`src/rtl/servo_bank_ctrl.sv`:
```
// servo_bank_ctrl: NUM_CH slew-limited servo PWM channels driven by
// per-channel inc/dec buttons or a valid/ready target command port.
module servo_bank_ctrl #(
  parameter int unsigned SYS_CLK   = 50000000,
  parameter int unsigned NUM_CH    = 4,
  parameter int unsigned PERIOD_US = 2500,
  parameter int unsigned MIN_US    = 1000,
  parameter int unsigned MAX_US    = 2000,
  parameter int unsigned STEP_US   = 1,
  parameter int unsigned SLEW_US   = 10,
  parameter int unsigned RAMP_HZ   = 100,
  parameter int unsigned W         = 16
) (
  input  logic              clk,
  input  logic              reset_n,
  input  logic [NUM_CH-1:0] inc,
  input  logic [NUM_CH-1:0] dec,
  input  logic              cmd_valid,
  output logic              cmd_ready,
  input  logic [3:0]        cmd_ch,
  input  logic [W-1:0]      cmd_width,
  output logic [NUM_CH-1:0] servo,
  output logic [NUM_CH-1:0] max_lim,
  output logic [NUM_CH-1:0] min_lim
);

  localparam int unsigned DIV      = SYS_CLK / 1000000;
  localparam int unsigned RAMP_DIV = 1000000 / RAMP_HZ;
  localparam int unsigned PW       = (DIV > 1) ? $clog2(DIV) : 1;
  localparam int unsigned RW       = (RAMP_DIV > 1) ? $clog2(RAMP_DIV) : 1;
  localparam int unsigned MID      = (MIN_US + MAX_US) / 2;

  logic [PW-1:0]     r_presc;
  logic [W-1:0]      r_period;
  logic [RW-1:0]     r_ramp;
  logic              r_cmd_ready;
  logic [W-1:0]      r_tgt     [NUM_CH];
  logic [W-1:0]      r_cur     [NUM_CH];
  logic [W-1:0]      r_width_q [NUM_CH];
  logic [NUM_CH-1:0] r_servo;
  logic [NUM_CH-1:0] r_max_lim;
  logic [NUM_CH-1:0] r_min_lim;

  logic              w_us_tick;
  logic              w_wrap;
  logic              w_ramp_tick;
  logic              w_cmd_fire;
  logic [W-1:0]      w_cmd_tgt;
  logic [NUM_CH-1:0] w_cmd_hit;
  logic [W-1:0]      w_btn_tgt  [NUM_CH];
  logic [W-1:0]      w_slew_cur [NUM_CH];

  // Clamp a W+1 bit value into [MIN_US, MAX_US]; the extra bit absorbs overflow.
  function automatic logic [W-1:0] f_clamp(input logic [W:0] v);
    logic [W-1:0] r;
    if (v < (W+1)'(MIN_US))      r = W'(MIN_US);
    else if (v > (W+1)'(MAX_US)) r = W'(MAX_US);
    else                         r = v[W-1:0];
    return r;
  endfunction

  // Button update of one target; both buttons together recentre the channel.
  function automatic logic [W-1:0] f_btn(input logic [W-1:0] tgt, input logic up, input logic dn);
    logic [W:0]   t;
    logic [W-1:0] r;
    t = {1'b0, tgt};
    if (up && dn)  r = W'(MID);
    else if (up)   r = f_clamp(t + (W+1)'(STEP_US));
    else if (dn)   r = (t < (W+1)'(MIN_US) + (W+1)'(STEP_US)) ? W'(MIN_US)
                                                              : f_clamp(t - (W+1)'(STEP_US));
    else           r = tgt;
    return r;
  endfunction

  // Move current width toward target by at most SLEW_US.
  function automatic logic [W-1:0] f_slew(input logic [W-1:0] cur, input logic [W-1:0] tgt);
    logic [W:0]   c;
    logic [W:0]   t;
    logic [W:0]   d;
    logic [W-1:0] r;
    c = {1'b0, cur};
    t = {1'b0, tgt};
    if (t > c) begin
      d = t - c;
      if (d > (W+1)'(SLEW_US)) d = (W+1)'(SLEW_US);
      r = f_clamp(c + d);
    end else begin
      d = c - t;
      if (d > (W+1)'(SLEW_US)) d = (W+1)'(SLEW_US);
      r = f_clamp(c - d);
    end
    return r;
  endfunction

  assign w_us_tick   = (r_presc == PW'(DIV - 1));
  assign w_wrap      = w_us_tick && (r_period == W'(PERIOD_US - 1));
  assign w_ramp_tick = w_us_tick && (r_ramp == RW'(RAMP_DIV - 1));
  assign w_cmd_fire  = cmd_valid && r_cmd_ready;
  assign w_cmd_tgt   = f_clamp({1'b0, cmd_width});

  // Per-channel command decode, button target and slew step.
  always_comb begin
    w_cmd_hit = '0;
    for (int i = 0; i < NUM_CH; i++) begin
      w_cmd_hit[i]  = w_cmd_fire && (cmd_ch == 4'(i));
      w_btn_tgt[i]  = f_btn(r_tgt[i], inc[i], dec[i]);
      w_slew_cur[i] = f_slew(r_cur[i], r_tgt[i]);
    end
  end

  // Microsecond prescaler, frame counter and ramp divider.
  always_ff @(posedge clk or negedge reset_n) begin
    if (!reset_n) begin
      r_presc     <= '0;
      r_period    <= '0;
      r_ramp      <= '0;
      r_cmd_ready <= 1'b0;
    end else begin
      r_cmd_ready <= 1'b1;
      r_presc     <= w_us_tick ? '0 : r_presc + PW'(1);
      if (w_us_tick) begin
        r_period <= w_wrap ? '0 : r_period + W'(1);
        r_ramp   <= (r_ramp == RW'(RAMP_DIV - 1)) ? '0 : r_ramp + RW'(1);
      end
    end
  end

  // Channel targets, slewed widths, frame-latched widths, PWM and limit flags.
  always_ff @(posedge clk or negedge reset_n) begin
    if (!reset_n) begin
      for (int i = 0; i < NUM_CH; i++) begin
        r_tgt[i]     <= W'(MID);
        r_cur[i]     <= W'(MID);
        r_width_q[i] <= W'(MID);
      end
      r_servo   <= '0;
      r_max_lim <= '0;
      r_min_lim <= '0;
    end else begin
      for (int i = 0; i < NUM_CH; i++) begin
        if (w_cmd_hit[i])     r_tgt[i] <= w_cmd_tgt;
        else if (w_ramp_tick) r_tgt[i] <= w_btn_tgt[i];
        if (w_ramp_tick)      r_cur[i] <= w_slew_cur[i];
        if (w_wrap)           r_width_q[i] <= r_cur[i];
        r_servo[i]   <= (r_period < r_width_q[i]);
        r_max_lim[i] <= (r_cur[i] == W'(MAX_US));
        r_min_lim[i] <= (r_cur[i] == W'(MIN_US));
      end
    end
  end

  assign cmd_ready = r_cmd_ready;
  assign servo     = r_servo;
  assign max_lim   = r_max_lim;
  assign min_lim   = r_min_lim;

endmodule

```
`config.mk`:
```
export PLATFORM = sky130hd
export DESIGN_NAME = servo_bank_ctrl
export DESIGN_NICKNAME = d
export VERILOG_FILES = /design/src/rtl/servo_bank_ctrl.sv
export SDC_FILE = /design/constraint.sdc
export NUM_CORES = 1
export LEC_CHECK = 0
export ABC_AREA = 1
export CAP_MARGIN = 20
export CELL_PAD_IN_SITES_DETAIL_PLACEMENT = 2
export CELL_PAD_IN_SITES_GLOBAL_PLACEMENT = 2
export CORE_MARGIN = 2
export CORE_UTILIZATION = 30
export CTS_BUF_LIST = sky130_fd_sc_hd__clkbuf_4 sky130_fd_sc_hd__clkbuf_8
export DETAILED_ROUTE_END_ITERATION = 6
export PLACE_DENSITY = 0.81
export SYNTH_ARGS = -nofsm -noshare
export SYNTH_HDL_FRONTEND = slang
export SYNTH_SLANG_ARGS = --single-unit
```
`constraint.sdc`:
```
create_clock -name clk -period 9.7 [get_ports clk]
set_input_delay 0.97 -clock clk [delete_from_list [all_inputs] [get_ports clk]]
set_output_delay 0.97 -clock clk [all_outputs]
set_load 0.005 [all_outputs]
```
==> summary.md <==
| Metric | Value |
|---|---|
| Setup TNS | `0 ps` |
| Worst setup EP type | `flip-flop` |
| GRT overflow | `0` |
| Inst Count DP | `6174` |
| Placed Area | `32800 um^2` |
| Post-cts sizing count | `0` |
| Worst-skew pair later-pin latency | `690 ps` |
| Synth Flop Type | `dfrtp_1` |
| Clock-pin slew on the worst setup and hold paths | `60 ps` |
| Worst r2r src | `r_tgt[34]` |
| Synth cell types | `71` |
| Pre-CTS setup slack | `3110 ps` |
| EDFF count, synth | `0` |
| Arr. time, crit path | `7250 ps` |
| Wirelength, routed | `127000 um` |
| Post-CTS Hold Buffers | `0` |
| IO Port Bufs | `43` |
| Net Sw Frac | `0.463` |
| Fmax | `149 MHz` |
| H-Tree Depth | `2` |
| Initial Utilization | `0.303` |
| Final setup margin | `3010 ps` |
| Minimum clock period | `6690 ps` |
| Routability Congestion | `0.940` |
| Vias in the first global route | `36093` |
| Total track usage | `0.244` |
| Final Max Tran Viols | `0` |
| First-pass DRT Iterations | `5` |
| DRT iter0 DRCs | `1424` |
| Clk Tree Root Cell | `clkbuf_8` |
| Maximum clock insertion buffer count | `3` |
| First-pass GRT wire length | `203000 um` |
| Syn avg cell area | `6.43 um^2` |
| FF+latch count, synth | `241` |
| Crit share post-route | `0.690` |
| CP dominant cell by count | `nand2_1` |
| Max Cap Viol | `0` |
| Antenna violations before repair | `5` |
| CTS Sinks | `241` |
| Final Hold Fails | `0` |
| RSZ-0062 raised after global routing | `false` |
| Setup slack, reg-to-reg | `3010 ps` |
| Final Skew | `63.5 ps` |
| Core Area | `100000 um^2` |
| Number of core rows | `116` |
| Worst VDD drop | `0.0945 mV` |
| Worst-margin pin slew | `968 ps` |
| Sequential power share | `0.268` |
| Io pins | `44` |
| Critical path launch point type | `flip-flop` |
| R2R depth | `32` |
| Finished Layout Cells | `6273` |
| CP max-delay cell | `o311ai_0` |
| P_int | `2410 uW` |
| Maximum number of pins on one net before global-route repair | `80` |
| Final ANT Viol Nets | `0` |
| CP required | `10260 ps` |
| Leakage | `0.0171 uW` |
| Area of the die | `104000 um^2` |
| # DRC | `0` |
| Logic pwr share | `0.448` |
| Sw power | `2080 uW` |
| TritonCTS clock tree | `built` |
| Setup Crit Path Kind | `flip-flop to flip-flop` |
| Clock power frac | `0.284` |
| Post-DP HPWL | `102000 um` |
| Layout cells sized above 1 | `0.0759` |
| Syn-to-layout area delta | `11.4%` |
| Vias per cell | `5.24` |
| Die Wd | `323 um` |
| Wire per inst | `20.3 um` |
| Vias | `32869` |
| Hold crit path type | `input port to asynchronous set/reset pin` |
| Worst R2R End | `r_cur[41]` |
| CTS Buf Count | `52` |
| Critical Path Max Stage Delay | `640 ps` |
| Yosys warning count | `0` |
| Mapped Cells | `4737` |
| Status | `finished, final reports clean` |
| Die Y | `323 um` |
| CP Max Fanout | `9` |
| Final nets | `5247` |
| Setup violators final | `0` |
| Slew margin rel. | `0.349` |
| Sequential fraction of the synthesis area | `0.201` |
| Pwr/cell area | `132 nW/um^2` |
| Synth async-reset ratio | `1.00` |
| Fin area | `33900 um^2` |
| Post-Syn Area | `30500 um^2` |
| Post-CTS setup repair buffer count | `0` |
[flip-flops by register name, indices dropped and copies added, names as in the netlist]
name and cells:
r_tgt 64, r_period 16, cmd_ready 1, r_presc 6, r_cur 64, r_width_q 64, r_ramp 14, servo 4
min_lim 4, max_lim 4
[worst max-delay path by stage]
stage	from	end	slack, ps	cells past startpoint
final	r_tgt[34]	r_cur[41]	3010	32
after global routing	r_tgt[48]	r_cur[50]	2360	35
after CTS	r_tgt[34]	r_cur[41]	3080	32
after detailed placement	r_tgt[34]	r_cur[41]	3110	32
after global placement	r_tgt[48]	r_cur[50]	3460	34
after floorplan	r_tgt[52]	r_cur[50]	4440	32
[cell usage after synthesis, types with 10 or more instances]
cell       count  share of area
o2111ai_1     12         0.0034
clkbuf_1      38         0.0047
a21oi_1      364          0.060
nor4_1        45         0.0092
o221ai_1      18         0.0052
o211ai_1      35         0.0086
xor2_1       169          0.049
o21a_1        14         0.0034
inv_2         27         0.0033
nor3_1        85          0.014
a21o_1        21         0.0052
nand3_1      344          0.057
a21boi_0      14         0.0034
dfrtp_1      157           0.13
buf_2         24         0.0039
nand3b_1      15         0.0037
nor2_2        28         0.0057
nor2_1       355          0.044
nand2_1     1148           0.14
o31ai_1       11         0.0027
inv_1        742          0.091
fa_1          16          0.011
dfstp_2       84          0.072
buf_4         10         0.0025
or2_2         19         0.0039
xnor2_1       49          0.014
nand2_2       48         0.0099
nand4_1       88          0.018
o21ai_1       28         0.0046
ha_1         328           0.13
a211oi_1      11         0.0027
o21ai_0      247          0.041
[cell families (layout without fill, tap and decap cells)]
family	after synthesis	in the layout	share of synthesized area
simple gates	2225	2225	0.321
flops	241	241	0.201
buf+inv	855	938	0.108
compound gates	851	851	0.161
xor+xnor	219	219	0.0632
other cells	2	98	0.000246
fa+ha+maj	344	344	0.145
[cell usage in the layout (no fill, tap or decap), types with 16 or more instances in the layout]
| cell type | instances |
|---|---|
| a21o_1 | 21 |
| a21oi_1 | 364 |
| buf_4 | 18 |
| clkbuf_8 | 67 |
| clkdlybuf4s50_1 | 42 |
| conb_1 | 97 |
| dfrtp_1 | 157 |
| dfstp_2 | 84 |
| fa_1 | 16 |
| ha_1 | 328 |
| inv_1 | 742 |
| inv_2 | 27 |
| nand2_1 | 1148 |
| nand2_2 | 48 |
| nand3_1 | 344 |
| nand4_1 | 88 |
| nor2_1 | 355 |
| nor2_2 | 28 |
| nor3_1 | 85 |
| nor4_1 | 42 |
| o211ai_1 | 35 |
| o21ai_0 | 247 |
| o21ai_1 | 28 |
| o221ai_1 | 18 |
| or2_2 | 19 |
| xnor2_1 | 49 |
| xor2_1 | 169 |
[critical path, delay by kind of cell (launching register included)]
family	cells	cell delay (ps)
xor+xnor	2	320
simple gates	18	2880
buf+inv	3	250
fa+ha+maj	2	920
flops	1	600
compound gates	7	1600
[power groups by stage]
| stage | Combinational (uW) | Clock [uW] | Sequential [uW] |
|---|---|---|---|
| global placement | 1920 | 0 | 1210 |
| finish | 2020 | 1280 | 1200 |
| floorplan | 1440 | 0 | 1170 |
| detailed placement | 1990 | 0 | 1220 |
| CTS | 2010 | 1310 | 1200 |
| global route | 2260 | 1350 | 1210 |
[stage by stage]
| stage | total power, uW | util | hold slack [ps] |
|---|---|---|---|
| floorplan | 2610 | - | 448 |
| global placement | 3130 | 0.326 | 468 |
| detailed placement | 3200 | 0.326 | 480 |
| CTS | 4510 | 0.338 | 311 |
| global route | 4810 | 0.338 | 350 |
| finish | 4500 | 0.338 | 296 |
[layout make-up]
class                   count  area, um^2
diodes                      1        2.50
clock buffers              78        1000
clock inverters            19         161
fillers                 12509       66500
inverters                 779        2930
multi-input cells        3736       21400
flip-flops and latches    241        6140
well taps                1357        1700
repair buffers             62         582
[layer usage]
metal	track usage	wire length (um)	part of all wire
met5	0	27	0.00021
met4	0.0713	3720	0.029
met3	0.0252	4210	0.033
met2	0.432	61700	0.49
met1	0.311	57400	0.45
(Power assumes the default switching activity.)
